File: src/rtl/pwm_multi.sv
// pwm_multi: multi-channel PWM generator. All channels share one N-bit timebase
// with a programmable prescaler. Mode, period and duty are loaded into staging
// registers and move to the active set only at a period boundary, or at once
// while the block is disabled.
//
// Optional feature macro: PWM_POLARITY_EN adds a staged per-channel output
// polarity input.
//
// Ports:
//   clk, rst_n    rising-edge clock; asynchronous active-low reset
//   enable        1 = timebase runs; 0 = timebase held at 0, outputs low
//   mode          0 = edge-aligned, 1 = center-aligned (staged)
//   prescale      timebase advances every prescale+1 clocks (used live)
//   period        top count value (staged)
//   duty          channel i duty in duty[i*N +: N] (staged)
//   polarity      per-channel output inversion (staged; PWM_POLARITY_EN only)
//   load          one-cycle strobe that captures the staged values
//   pwm_out       registered PWM outputs
//   period_tick   one-clock pulse aligned with the first output of each period
//   load_pending  staged values waiting for a boundary

module pwm_multi_lane #(
  parameter int N = 8
) (
  input  logic         clk,
  input  logic         rst_n,
  input  logic         enable_i,
  input  logic         load_i,
  input  logic         apply_i,
  input  logic [N-1:0] duty_i,
  input  logic         pol_i,
  input  logic [N-1:0] cnt_i,
  output logic         pwm_o
);
  logic [N-1:0] stg_duty_q, act_duty_q;
  logic         stg_pol_q, act_pol_q;
  logic         pwm_d, pwm_q;

  // The compare uses the pre-update count, so the output lags cnt by one clock.
  assign pwm_d = enable_i & ((cnt_i < act_duty_q) ^ act_pol_q);

  always_ff @(posedge clk or negedge rst_n) begin
    if (!rst_n) begin
      stg_duty_q <= '0;
      act_duty_q <= '0;
      stg_pol_q  <= 1'b0;
      act_pol_q  <= 1'b0;
      pwm_q      <= 1'b0;
    end else begin
      if (load_i) begin
        stg_duty_q <= duty_i;
        stg_pol_q  <= pol_i;
      end
      // A load that lands on the applying edge bypasses staging.
      if (apply_i) begin
        act_duty_q <= load_i ? duty_i : stg_duty_q;
        act_pol_q  <= load_i ? pol_i  : stg_pol_q;
      end
      pwm_q <= pwm_d;
    end
  end

  assign pwm_o = pwm_q;
endmodule

module pwm_multi #(
  parameter int N          = 8,
  parameter int CHANNELS   = 4,
  parameter int PRESCALE_W = 8
) (
  input  logic                  clk,
  input  logic                  rst_n,
  input  logic                  enable,
  input  logic                  mode,
  input  logic [PRESCALE_W-1:0] prescale,
  input  logic [N-1:0]          period,
  input  logic [CHANNELS*N-1:0] duty,
`ifdef PWM_POLARITY_EN
  input  logic [CHANNELS-1:0]   polarity,
`endif
  input  logic                  load,
  output logic [CHANNELS-1:0]   pwm_out,
  output logic                  period_tick,
  output logic                  load_pending
);
  logic [PRESCALE_W-1:0] presc_d, presc_q;
  logic [N-1:0]          cnt_d, cnt_q;
  logic                  dir_d, dir_q;
  logic                  stg_mode_q, act_mode_q;
  logic [N-1:0]          stg_top_q, act_top_q;
  logic                  pending_d, pending_q;
  logic [1:0]            vld_pipe_q;
  logic                  tick, boundary, apply;
  logic [CHANNELS-1:0]   pol;

`ifdef PWM_POLARITY_EN
  assign pol = polarity;
`else
  assign pol = '0;
`endif

  assign tick     = enable && (presc_q == prescale);
  assign boundary = tick && ((act_top_q == '0) ||
                             (!act_mode_q && (cnt_q == act_top_q)) ||
                             (act_mode_q && dir_q && (cnt_q == N'(1))));
  // While disabled there is no period to protect, so staged values go live
  // on the next clock.
  assign apply    = (boundary || !enable) && (pending_q || load);

  always_comb begin
    presc_d = presc_q;
    cnt_d   = cnt_q;
    dir_d   = dir_q;
    // '>=' also covers prescale being lowered below the running count:
    // wrap to 0 without a tick.
    if (!enable)                presc_d = '0;
    else if (presc_q >= prescale) presc_d = '0;
    else                        presc_d = presc_q + PRESCALE_W'(1);

    if (!enable || boundary) begin
      cnt_d = '0;
      dir_d = 1'b0;
    end else if (tick) begin
      if (!act_mode_q) begin
        cnt_d = cnt_q + N'(1);
      end else if (!dir_q) begin
        cnt_d = cnt_q + N'(1);
        // Turn around on reaching the top so the top count occurs once.
        if (cnt_q + N'(1) == act_top_q) dir_d = 1'b1;
      end else begin
        cnt_d = cnt_q - N'(1);
      end
    end
  end

  assign pending_d = apply ? 1'b0 : (load ? 1'b1 : pending_q);

  always_ff @(posedge clk or negedge rst_n) begin
    if (!rst_n) begin
      presc_q    <= '0;
      cnt_q      <= '0;
      dir_q      <= 1'b0;
      stg_mode_q <= 1'b0;
      act_mode_q <= 1'b0;
      stg_top_q  <= '0;
      act_top_q  <= '1;
      pending_q  <= 1'b0;
      vld_pipe_q <= '0;
    end else begin
      presc_q   <= presc_d;
      cnt_q     <= cnt_d;
      dir_q     <= dir_d;
      pending_q <= pending_d;
      if (load) begin
        stg_mode_q <= mode;
        stg_top_q  <= period;
      end
      if (apply) begin
        act_mode_q <= load ? mode   : stg_mode_q;
        act_top_q  <= load ? period : stg_top_q;
      end
      // Boundary is delayed two clocks so period_tick lines up with the
      // registered output of cnt=0 in the new period.
      vld_pipe_q <= {vld_pipe_q[0] & enable, boundary};
    end
  end

  assign period_tick  = vld_pipe_q[1];
  assign load_pending = pending_q;

  for (genvar i = 0; i < CHANNELS; i++) begin : g_lane
    pwm_multi_lane #(.N(N)) u_lane (
      .clk      (clk),
      .rst_n    (rst_n),
      .enable_i (enable),
      .load_i   (load),
      .apply_i  (apply),
      .duty_i   (duty[i*N +: N]),
      .pol_i    (pol[i]),
      .cnt_i    (cnt_q),
      .pwm_o    (pwm_out[i])
    );
  end
endmodule

File: config.mk
export PLATFORM = sky130hd
export DESIGN_NAME = pwm_multi
export DESIGN_NICKNAME = d
export VERILOG_FILES = /design/src/rtl/pwm_multi.sv
export SDC_FILE = /design/constraint.sdc
export NUM_CORES = 1
export LEC_CHECK = 0
export CAP_MARGIN = 20
export CORE_MARGIN = 4
export CORE_UTILIZATION = 45
export CTS_CLUSTER_SIZE = 24
export DETAILED_ROUTE_END_ITERATION = 8
export PLACE_DENSITY = 0.63
export RECOVER_POWER = 50
export SLEW_MARGIN = 20
export SYNTH_ARGS = -nofsm -noshare
export SYNTH_HDL_FRONTEND = slang
export SYNTH_SLANG_ARGS = --single-unit
File: constraint.sdc
create_clock -name clk -period 2.5 [get_ports clk]
set_input_delay 0.75 -clock clk [delete_from_list [all_inputs] [get_ports clk]]
set_output_delay 0.75 -clock clk [all_outputs]
set_load 0.02 [all_outputs]
Yosys cells after proc, flatten, opt, wreduce, memory -nomap -nowiden
Index checks and enable logic that the tools add are counted.
- reductions and logical operators: 17
- add/subtract/negate cells: 3
- bitwise gates (word level): 9
- equality and inequality tests: 4
- multiplexer cells: 23
- magnitude comparators: 5
- operators with widths (operator ; count):
    two-way mux 8 bit ; 11
    < comparator 8 bit ; 4
    == test 8 bit ; 3
    adder 8 x 1 -> 8 bit (second input constant) ; 2
    two-way mux 1 bit ; 12
    == test 8 x 1 -> 1 bit (second input constant) ; 1
    greater-or-equal comparator 8 bit ; 1
    zero test 8 bit ; 1
    subtractor 8 x 1 -> 8 bit (second input constant) ; 1
    logical AND 1 bit ; 6
    nonzero test 2 bit ; 3
    AND 1 bit ; 5
    logical OR 1 bit ; 4
    XOR 1 bit ; 4
    zero test 1 bit ; 2
    AND reduction 2 bit ; 1
- flip-flop bits (word level): 114
- input port bits: 53
- word-level logic and storage cells: 90
- output and inout bits: 6

Longest topological paths before layout
- word-level depth: 8
- depth in mapped cells: 10

Hierarchy
A second synthesis with hierarchy kept.
- cells, all modules: 533
- area, all modules: 5939.4 um^2
- modules (own cells, without submodules) (module ; cells each ; seq. area each (um^2) ; area each (um^2) ; instances):
    pwm_multi_lane ; 76 ; 475.5 ; 894.6 ; 4
    pwm_multi ; 229 ; 960.9 ; 2361.0 ; 1

Worst setup path after synthesis
Ideal clock, no wire load.
- path type: in2reg
- start: input prescale[5]
- end: register act_mode_q
- arrival time: 2489 ps
- path slack: -114 ps
- required time: 2375 ps
- cell stages on the path: 10
- cells stage by stage: inv_1 -> ha_1 -> nand4_1 -> or2_2 -> clkbuf_1 -> a21oi_4 -> o22a_4 -> buf_12 -> buf_12 -> mux2_4
- cells in the longest elaborated chain, start to end: 5
- RTL lines (what ; RTL line ; source):
    start: declaration ; 75 ; input logic [PRESCALE_W-1:0] prescale,
    == test 8 bit ; 102 ; assign tick = enable && (presc_q == prescale);
    logical AND 1 bit ; 102 ;
    logical AND 1 bit ; 103 ; assign boundary = tick && ((act_top_q == '0) ||
    logical OR 1 bit ; 108 ; assign apply = (boundary || !enable) && (pending_q || load);
    logical AND 1 bit ; 108 ;
    end signal: assignment ; 159 ; act_mode_q <= load ? mode : stg_mode_q;
    end: declaration ; 89 ; logic stg_mode_q, act_mode_q;
Every way passes these cells.
A chain may end at the register's enable or synchronous reset.

Final worst setup path
- start: input prescale[7]
- end: register g_lane[0].u_lane.act_duty_q[1]
- cells in the longest elaborated chain, start to end: 5
- RTL lines (what ; RTL line ; source):
    == test 8 bit ; 102 ;
    logical AND 1 bit ; 102 ;
    logical AND 1 bit ; 103 ;
    logical OR 1 bit ; 108 ;
    logical AND 1 bit ; 108 ;
    end signal: assignment ; 56 ; act_duty_q <= load_i ? duty_i : stg_duty_q;
    end: declaration ; 35 ; logic [N-1:0] stg_duty_q, act_duty_q;
Every way passes these cells.

==> impl_metrics.env <==
export IMPL_status="complete, no violations"
export IMPL_grt_pass1_wl_um=21600
export IMPL_seq_area_mm2=0.00286
export IMPL_async_flop_share_pct=100
export IMPL_yosys_area_top_type="dfrtp_1"
export IMPL_crit_buf_inv=5
export IMPL_total_power_mw=5.26
export IMPL_cts_reportedPaths_clkPinSlew_ns=0.05
export IMPL_vias_per_cell=5.18
export IMPL_syn_to_final_growth_pct=26.9
export IMPL_crit_slowest_cell="mux2_4"
export IMPL_rsz0062_at_grt="no"
export IMPL_p_per_area_mw_per_mm2=690
export IMPL_hpwl_um=8560
export IMPL_antenna_found_initial=0
export IMPL_cp_start_kind="input pin"
export IMPL_tritoncts="yes"
export IMPL_p_leak_nw=3.69
export IMPL_holdWs_ns=0.471
export IMPL_crit_fanout=6
export IMPL_maxCapViolations=0
export IMPL_n_antenna_cell=0
export IMPL_cts_htree_levels=4
export IMPL_worstSetupEndpointType="flip-flop"
export IMPL_cp_common_cell="buf_6"
export IMPL_ys_warn_count=0
export IMPL_cts_root_buf="clkbuf_16"
export IMPL_finalHoldViolations=0
export IMPL_cp_cell_sequence="dlygate4sd2_1, inv_1, ha_1, nand4_1, or2_4, a21oi_4, o22a_4, buf_6, buf_6, buf_12, mux2_4"
export IMPL_layout_drive_gt1_share_pct=29.3
export IMPL_worstSetupPathType="input pin to flip-flop"
export IMPL_finalCritPeriodShare_pct=94.3
export IMPL_ir_drop_mv=0.354
export IMPL_yosys_top_cells_count="dfrtp_1 (106), inv_1 (41), mux2_2 (41)"
export IMPL_core_mm2=0.0128
export IMPL_max_stage_delay_ns=0.30
export IMPL_fmax_mhz=424
export IMPL_grt_start_max_net_pins=33
export IMPL_ioPinCount=59
export IMPL_postLayoutCellArea_mm2=0.00762
export IMPL_die_x_um=124
export IMPL_syn_area_mm2=0.00601
export IMPL_hold_path_class="flip-flop to flip-flop"
export IMPL_ys_flop_type="dfrtp_1"
export IMPL_grt_pass1_vias=4336
export IMPL_ys_seq_area_share_pct=47.6
export IMPL_gp_congestion=0.857
export IMPL_slew_headroom_pct=26.4
export IMPL_rows=41
export IMPL_netlist_cell_type_count=43
export IMPL_multi_input_area_mm2=0.00285
export IMPL_clockBufferDepth=2
export IMPL_fill_cells=1062
export IMPL_crit_required_ns=2.79
export IMPL_syn_nets=581
export IMPL_setup_violations_final=0
export IMPL_critPathTopFamily="buffers and inverters"
export IMPL_finalSetupTns_ns=0
export IMPL_grt_overflow=0
export IMPL_syn_instance_count=488
export IMPL_arrival_ns=2.65
export IMPL_synth_most_common_cell="dfrtp_1"
export IMPL_initial_core_util_pct=46.8
export IMPL_ant_nets=0
export IMPL_fin_nets=672
export IMPL_tightest_slew_ns=1.10
export IMPL_fp_dieH_um=124
export IMPL_drcViolationCount=0
export IMPL_cts_hold_buf=0
export IMPL_place_area_mm2=0.00686
export IMPL_routed_wirelength_um=12800
export IMPL_grt_use_total_pct=18.6
export IMPL_wl_per_cell_um=16.8
export IMPL_portBuffers=58
export IMPL_yosys_area_top_type_share_pct=44.1
export IMPL_avgSynthCellArea_um2=12.3
export IMPL_finalClockSkew_ns=0.00935
export IMPL_die_area_mm2=0.0153
export IMPL_fin_crit_ns=2.36
export IMPL_synth_edff_count=0
export IMPL_drt_first_pass_iters=4
export IMPL_clk_latency_ns=0.41
export IMPL_ys_ff_latch=114
export IMPL_cts_made_buffers=17
export IMPL_slew_viol_final=0
export IMPL_yosys_top_cells_area="dfrtp_1 (44%), mux2_4 (10%), ha_1 (8.3%), mux2_2 (7.7%), dfstp_2 (3.5%)"
export IMPL_clock_sinks=114
export IMPL_num_vias=3954
export IMPL_dr_first_iter_drc_count=181
[final timing paths]
check / from / endpoint / slack (ns) / cells past startpoint
min in group asynchronous: rst_n / cnt_q[2]$_DFFE_PN0P_ / 0.53 / 1
setup / recovery: prescale[7] / g_lane[0].u_lane.act_duty_q[1]$_DFFE_PN0P_ / 0.14 / 11
hold / removal: vld_pipe_q[0]$_DFF_PN0_ / vld_pipe_q[1]$_DFF_PN0_ / 0.47 / 1
max in group asynchronous: rst_n / g_lane[2].u_lane.act_duty_q[4]$_DFFE_PN0P_ / 0.62 / 2
setup reg to reg: cnt_q[3]$_DFFE_PN0P_ / g_lane[0].u_lane.act_duty_q[1]$_DFFE_PN0P_ / 0.19 / 9
hold reg to reg: vld_pipe_q[0]$_DFF_PN0_ / vld_pipe_q[1]$_DFF_PN0_ / 0.47 / 1
[routing by layer]
metal  GRT usage, %  up-vias  part of all wire, %
met3           4.39       19                  3.6
li1               -     1877                    -
met2           30.5       81                   49
met5              0        -                    0
met1           24.0     1977                   46
met4           7.06        0                  1.5
[kinds of logic after synthesis]
logic type	share of synthesized area, %
mux	19.6
fa+ha+maj	8.33
xor+xnor	3.21
compound gates	5.79
simple gates	9.39
buf+inv	6.02
flops	47.6
[state kept, by name, indices dropped and copies added (netlist names), 2 cells and up]
signal	cells
g_lane.u_lane.act_duty_q	32
g_lane.u_lane.stg_duty_q	32
act_top_q	8
cnt_q	8
presc_q	8
stg_top_q	8
g_lane.u_lane.act_pol_q	4
g_lane.u_lane.pwm_o	4
g_lane.u_lane.stg_pol_q	4
vld_pipe_q	2
[per-stage QoR]
stage | utilization [%] | std cells | setup slack, ns
2_1_floorplan | - | 488 | 0.00105
3_3_place_gp | 53.5 | 720 | -0.439
3_5_place_dp | 53.5 | 720 | -0.487
4_1_cts | 59.8 | 763 | 0.171
5_1_grt | 59.4 | 763 | 0.0699
6_report | 59.4 | 763 | 0.142
[layout by cell type, fill, tap and decap left out, drive strengths merged, types with 11 or more instances in the layout]
master	n
dfrtp	106
nand3	14
xor2	16
clkdlybuf4s50	48
nor2	16
inv	41
a21oi	21
ha	40
mux2	86
clkbuf	31
a21o	14
buf	35
nand2	14
nand2b	11
[repair_timing]
item,in CTS,in global routing
resized for setup,24,0
setup endpoints to repair,44,0
setup buffers,7,0
[area by class of cell]
cell class,count,share of cell area (%)
Multi-Input combinational cell,308,37.4
Inverter,41,2.02
Clock inverter,6,0.722
Tap cell,172,2.82
Clock buffer,25,6.37
Timing Repair Buffer,97,13.1
Sequential cell,114,37.6
[where the power goes]
part | total [mW] | internal [mW] | switching, mW
registers | 2.20 | 2.08 | 0.122
clock network | 2.23 | 1.43 | 0.801
logic | 0.833 | 0.497 | 0.336
total | 5.26 | 4.00 | 1.26
Note: power is estimated with default switching activity, not from simulation.
==> patch 1 (same settings) <==
Set the parameter `CHANNELS` to 6 (it was 4).
--- a/src/rtl/pwm_multi.sv
+++ b/src/rtl/pwm_multi.sv
@@ -65,7 +65,7 @@
 
 module pwm_multi #(
   parameter int N          = 8,
-  parameter int CHANNELS   = 4,
+  parameter int CHANNELS   = 6,
   parameter int PRESCALE_W = 8
 ) (
   input  logic                  clk,
Ports: changed (resized duty and pwm_out); port bits go from 59 to 77. The function was not compared with the original's and may differ.
==> patch 1 against the unedited design <==
The flow now finishes with violations (capacitance limit, slew limit); wire length rose by 31%; core utilization fell by 1.6 points; worst setup slack got worse by 0.11 ns; final area rose by 25%; hold slack improved by 0.0051 ns; total power rose by 26%; synthesized area rose by 25%; via count rose by 31%; sequential power rose by 35%; sequential cell count rose by 38; clock power rose by 13%; critical endpoint is now g_lane[5].u_lane.act_duty_q[5]; largest cell class unchanged.
==> patch 1: results (changes against the unedited design) <==
[setup_path]
reg2regPathDepth=7  ; -2
timing.rr.end=g_lane[2].u_lane.act_pol_q
cp_max_fo=7  ; +1
crit_arrival_ns=2.78  ; +0.13 ns
crit_slowest_cell=clkdlybuf4s50_1
setup.worst_path.end=g_lane[5].u_lane.act_duty_q[5]
max_stage_delay_ns=0.48  ; +0.18 ns

[timing]
relSlewSlack_pct=-4.034  ; -30 points
slew_violations=57  ; +57
holdWs_ns=0.4760  ; +0.005098 ns

[finish]
utilization_pct=57.86  ; -1.6 points
buffer_area_share_pct=13.15  ; about the same
multi_input_gates=419  ; +36%
nClkBuffers=21  ; -16%
drive_gt1_share_pct=26.05  ; -3.2 points
top_regs=g_lane.u_lane.act_duty_q x48, g_lane.u_lane.stg_duty_q x48
fill_cells=1338  ; +26%
multi_input_area_share_pct=35.89  ; -1.5 points
seqCellArea_um2=3817  ; +33%

[outcome]
violations=capacitance limit, slew limit
status=finished, violations left

[route]
vias_per_cell=5.165  ; -0.34%
drt_iter0_drc=204  ; +13%

[logic_synthesis]
ys_seq_area_share_pct=50.60  ; +3.0 points
synth_compound_area_share_pct=9.180  ; +3.4 points
synthMuxAreaShare_pct=13.76  ; -5.9 points
ys_top_cells_by_count=dfrtp_1 (144), a21oi_1 (66), nor2_1 (60)
synth_fp_nets=781  ; +34%
synth_area_leaders=dfrtp_1 (48%), ha_1 (9.0%), mux2_2 (8.5%)
synth_xor_area_share_pct=2.556  ; -0.65 points
synthAdderAreaFrac_pct=8.964  ; +0.63 points

[placement]
io_buffer_count=76  ; +31%
hpwl_mm=11.47  ; +34%
place_area_um2=8740  ; +27%

[cts]
clock_sinks=152  ; +33%
cts-resized-gates=0  ; -100%
postCtsSetupBuffers=0  ; -7
clk_latency_ns=0.43  ; +0.02 ns

[global_route]
grt_pass1_wl_mm=26.20  ; +21%
grt_max_degree=59  ; +79%
grt_usage_pct=17.86  ; -0.75 points
grt_pass1_vias=5392  ; +24%

[floorplan]
num_tap_cells=220  ; +28%

[power]
leakagePower_uw=0.004654  ; +26%

[job]
maxCapViolations=1  ; +1

-- patch 1: cell count changes in the layout (fill, tap and decap cells not counted), sizes merged, moves of 14 or more --
cell and change:
a21oi +45, nor2 +44, dfrtp +38, inv +16
ha +14, clkdlybuf4s50 +23
-- patch 1: metal layers --
metal / vias to the layer above / wire length [µm] / global-route usage [%]
met3: 31 / 743 / 4.383
met1: 2559 / 7703 / 23.59
met5: - / 0 / 0
met2: 104 / 8005 / 28.50
li1: 2486 / - / -
met4: 0 / 360 / 6.763
-- patch 1: metrics by stage --
step           total power [µW]  cells  setup WS (ns)
2_1_floorplan              3685    658        0.07569
3_3_place_gp               4017    964        -0.3568
3_5_place_dp               4086    964        -0.4290
4_1_cts                    6604    996        0.02236
5_1_grt                    6933   1003       -0.03175
6_report                   6605   1003        0.02782
-- patch 1: power breakdown --
part	leakage, µW	internal [µW]	switching (µW)
Clock	0.000270	1490	1010
Combinational	0.00259	588	549
Sequential	0.00180	2810	147
==> patch 2 (config.mk and constraints unchanged) <==
Without the edit above. Register the inputs `enable`, `mode`, `prescale`, `period`, `duty` and `load` before use, with the module's reset. The logic sees them one clock later. Comments in the files are not updated.
--- a/src/rtl/pwm_multi.sv
+++ b/src/rtl/pwm_multi.sv
@@ -83,6 +83,32 @@
   output logic                  period_tick,
   output logic                  load_pending
 );
+
+  logic enable_q;
+  logic mode_q;
+  logic [PRESCALE_W-1:0] prescale_q;
+  logic [N-1:0] period_q;
+  logic [CHANNELS*N-1:0] duty_q;
+  logic load_q;
+
+  always_ff @(posedge clk or negedge rst_n) begin
+    if (!rst_n) begin
+      enable_q   <= '0;
+      mode_q     <= '0;
+      prescale_q <= '0;
+      period_q   <= '0;
+      duty_q     <= '0;
+      load_q     <= '0;
+    end else begin
+      enable_q   <= enable;
+      mode_q     <= mode;
+      prescale_q <= prescale;
+      period_q   <= period;
+      duty_q     <= duty;
+      load_q     <= load;
+    end
+  end
+
   logic [PRESCALE_W-1:0] presc_d, presc_q;
   logic [N-1:0]          cnt_d, cnt_q;
   logic                  dir_d, dir_q;
@@ -99,13 +125,13 @@
   assign pol = '0;
 `endif
 
-  assign tick     = enable && (presc_q == prescale);
+  assign tick     = enable_q && (presc_q == prescale_q);
   assign boundary = tick && ((act_top_q == '0) ||
                              (!act_mode_q && (cnt_q == act_top_q)) ||
                              (act_mode_q && dir_q && (cnt_q == N'(1))));
   // While disabled there is no period to protect, so staged values go live
   // on the next clock.
-  assign apply    = (boundary || !enable) && (pending_q || load);
+  assign apply    = (boundary || !enable_q) && (pending_q || load_q);
 
   always_comb begin
     presc_d = presc_q;
@@ -113,11 +139,11 @@
     dir_d   = dir_q;
     // '>=' also covers prescale being lowered below the running count:
     // wrap to 0 without a tick.
-    if (!enable)                presc_d = '0;
-    else if (presc_q >= prescale) presc_d = '0;
+    if (!enable_q)                presc_d = '0;
+    else if (presc_q >= prescale_q) presc_d = '0;
     else                        presc_d = presc_q + PRESCALE_W'(1);
 
-    if (!enable || boundary) begin
+    if (!enable_q || boundary) begin
       cnt_d = '0;
       dir_d = 1'b0;
     end else if (tick) begin
@@ -133,7 +159,7 @@
     end
   end
 
-  assign pending_d = apply ? 1'b0 : (load ? 1'b1 : pending_q);
+  assign pending_d = apply ? 1'b0 : (load_q ? 1'b1 : pending_q);
 
   always_ff @(posedge clk or negedge rst_n) begin
     if (!rst_n) begin
@@ -151,17 +177,17 @@
       cnt_q     <= cnt_d;
       dir_q     <= dir_d;
       pending_q <= pending_d;
-      if (load) begin
-        stg_mode_q <= mode;
-        stg_top_q  <= period;
+      if (load_q) begin
+        stg_mode_q <= mode_q;
+        stg_top_q  <= period_q;
       end
       if (apply) begin
-        act_mode_q <= load ? mode   : stg_mode_q;
-        act_top_q  <= load ? period : stg_top_q;
+        act_mode_q <= load_q ? mode_q : stg_mode_q;
+        act_top_q  <= load_q ? period_q : stg_top_q;
       end
       // Boundary is delayed two clocks so period_tick lines up with the
       // registered output of cnt=0 in the new period.
-      vld_pipe_q <= {vld_pipe_q[0] & enable, boundary};
+      vld_pipe_q <= {vld_pipe_q[0] & enable_q, boundary};
     end
   end
 
@@ -172,10 +198,10 @@
     pwm_multi_lane #(.N(N)) u_lane (
       .clk      (clk),
       .rst_n    (rst_n),
-      .enable_i (enable),
-      .load_i   (load),
+      .enable_i (enable_q),
+      .load_i   (load_q),
       .apply_i  (apply),
-      .duty_i   (duty[i*N +: N]),
+      .duty_i   (duty_q[i*N +: N]),
       .pol_i    (pol[i]),
       .cnt_i    (cnt_q),
       .pwm_o    (pwm_out[i])
Function: changed (a bounded check fails within 4 cycles, from zero or initial values and one cycle with rst_n low).
==> patch 2 against the unedited design <==
Total power increased by 24%; largest cell class unchanged; combinational power shrank 7.4%; die area increased by 19%; highest routed layer unchanged; critical path depth fell by 4; sequential cell count increased by 51; worst setup slack got worse by 0.026 ns; hold slack lost 0.011 ns; core utilization down 4.2 points; clock skew grew 0.0088 ns; final area rose by 15%; synthesized area is 21% higher; count of clock-buffer cells in the layout down 1; wire length increased by 6.7%.
==> patch 2: results (changes against the unedited design) <==
[logic_synthesis]
ys_types=45  ; +4.7%
synth_area_leaders=dfrtp_1 (54%), mux2_4 (8.3%), mux2_2 (7.1%)
ys_top_cells_by_count=dfrtp_1 (157), mux2_2 (46), inv_1 (41)
ys_seq_area_share_pct=56.99  ; +9.3 points
ys_warn_count=0  ; unchanged
synth_fp_nets=635  ; +9.3%
async_reset_ff_share_pct=100.0  ; unchanged

[global_route]
grt_max_degree=54  ; +64%
grt_pass1_wl_mm=23.05  ; +6.5%
grt_usage_pct=16.33  ; -2.3 points

[setup_path]
cp_max_fo=17  ; +11
cpLargestDelayFamily=simple AND/OR/NAND/NOR gates
reg2regPathDepth=7  ; -2
reg2reg_from=presc_q[5]
max_stage_delay_ns=0.42  ; +0.12 ns
timing.rr.end=g_lane[1].u_lane.act_duty_q[7]
r2r_setup_slack_ns=0.12  ; -0.07 ns
crit_slowest_cell=dfrtp_1
startpoint_type=flip-flop
worstSetupPathType=flip-flop to flip-flop

[route]
drt-pass1-iter-count=5  ; +1
vias_per_cell=5.006  ; -3.4%
routed_wl_mm=13.68  ; +6.7%
dr_wl_met2_mm=6.514  ; +4.6%
met1_length_mm=6.158  ; +3.4%
top_layer_used=met4
wl_met3_um=778  ; +70%
drt_iter0_drc=254  ; +40%

[outcome]
status=finished clean

[finish]
fill_cells=1289  ; +21%
drive_gt1_share_pct=24.29  ; -5.0 points
fin_nets=710  ; +5.7%
top_regs=duty_q x32, g_lane.u_lane.act_duty_q x32, g_lane.u_lane.stg_duty_q x32

[placement]
gp_congestion=0.8765  ; +2.3%
hpwl_mm=9.387  ; +9.7%

[cts]
clk_latency_ns=0.43  ; +0.02 ns
postCtsSetupBuffers=0  ; -7
cts_root_buf=clkbuf_16

[timing]
worst_clock_skew_ns=0.01815  ; +0.008798 ns

[power]
ir_worst_vdd_mv=0.5462  ; +54%

[hold_path]
hp-class=input pin to asynchronous set/reset pin

patch 2: cell types whose count changed after synthesis, moves of 3 or more:
cell,delta
clkbuf_1,-3
nor2_1,-3
and3_1,+4
or4_1,-4
mux2_2,+5
nor4_1,+5
mux2_1,-5
dfrtp_1,+51
nand4_1,-3
a31oi_1,-4
buf_2,+3
o21ai_0,+3
patch 2: layout make-up:
class                           count  area share (%)
Clock buffer                       24           5.620
Clock inverter                      8           1.387
Inverter                           42           1.802
Multi-Input combinational cell    311           31.86
Sequential cell                   165           47.30
Tap cell                          216           3.089
Timing Repair Buffer               80           8.938
patch 2: timing repair:
item                                   in CTS  in global routing
endpoints found under the hold margin       0                  0
resized for setup                           0                  3
setup endpoints to repair                   0                  4
patch 2: cell families (layout without fill, tap and decap cells):
group,after synthesis,after routing,share of synthesized area (%)
xor+xnor,20,20,2.515
buf+inv,66,154,4.720
fa+ha+maj,40,40,6.891
flops,165,165,56.99
mux,91,91,16.09
simple gates,102,102,7.786
compound gates,58,58,5.013
patch 2: per-layer routing:
layer / up-vias / global-route usage (%)
li1: 2009 / -
met1: 2111 / 21.52
met2: 97 / 25.26
met3: 18 / 5.365
met4: 0 / 6.215
met5: - / 0
patch 2: metrics by stage:
stage / area [µm²] / setup WS, ns / cells / power [µW] / utilization [%]
finish: 8750 / 0.1161 / 846 / 6523 / 55.28
global route: 8750 / 0.03824 / 846 / 6872 / 55.28
CTS: 8740 / 0.07788 / 845 / 6636 / 55.22
detailed placement: 8127 / 0.09310 / 813 / 3916 / 51.34
global placement: 8127 / 0.1178 / 813 / 3887 / 51.34
floorplan: 7263 / 0.1508 / 542 / 3633 / -
patch 2: power breakdown:
group	internal (µW)	switching [µW]	leakage, µW
sequential	2940	137	0.00198
clock	1670	999	0.000301
combinational	439	332	0.00194
total	5060	1470	0.00422
patch 2: worst min-delay path by stage:
stage	startpoint	to	slack [ns]
floorplan	vld_pipe_q[0]	vld_pipe_q[1]	0.43
finish	rst_n	g_lane[3].u_lane.stg_duty_q[1]	0.46
global placement	vld_pipe_q[0]	vld_pipe_q[1]	0.47
CTS	rst_n	g_lane[3].u_lane.stg_duty_q[1]	0.23
global route	vld_pipe_q[0]	vld_pipe_q[1]	0.50
detailed placement	vld_pipe_q[0]	vld_pipe_q[1]	0.47
patch 2: worst register-to-register path: stages, from the launching register on:
cell       delay (ns)
dfrtp_1          0.42
ha_1             0.31
nand4_1          0.16
or2_2            0.35
o211a_2          0.32
nor2_8           0.16
clkbuf_16        0.24
mux2_4           0.32
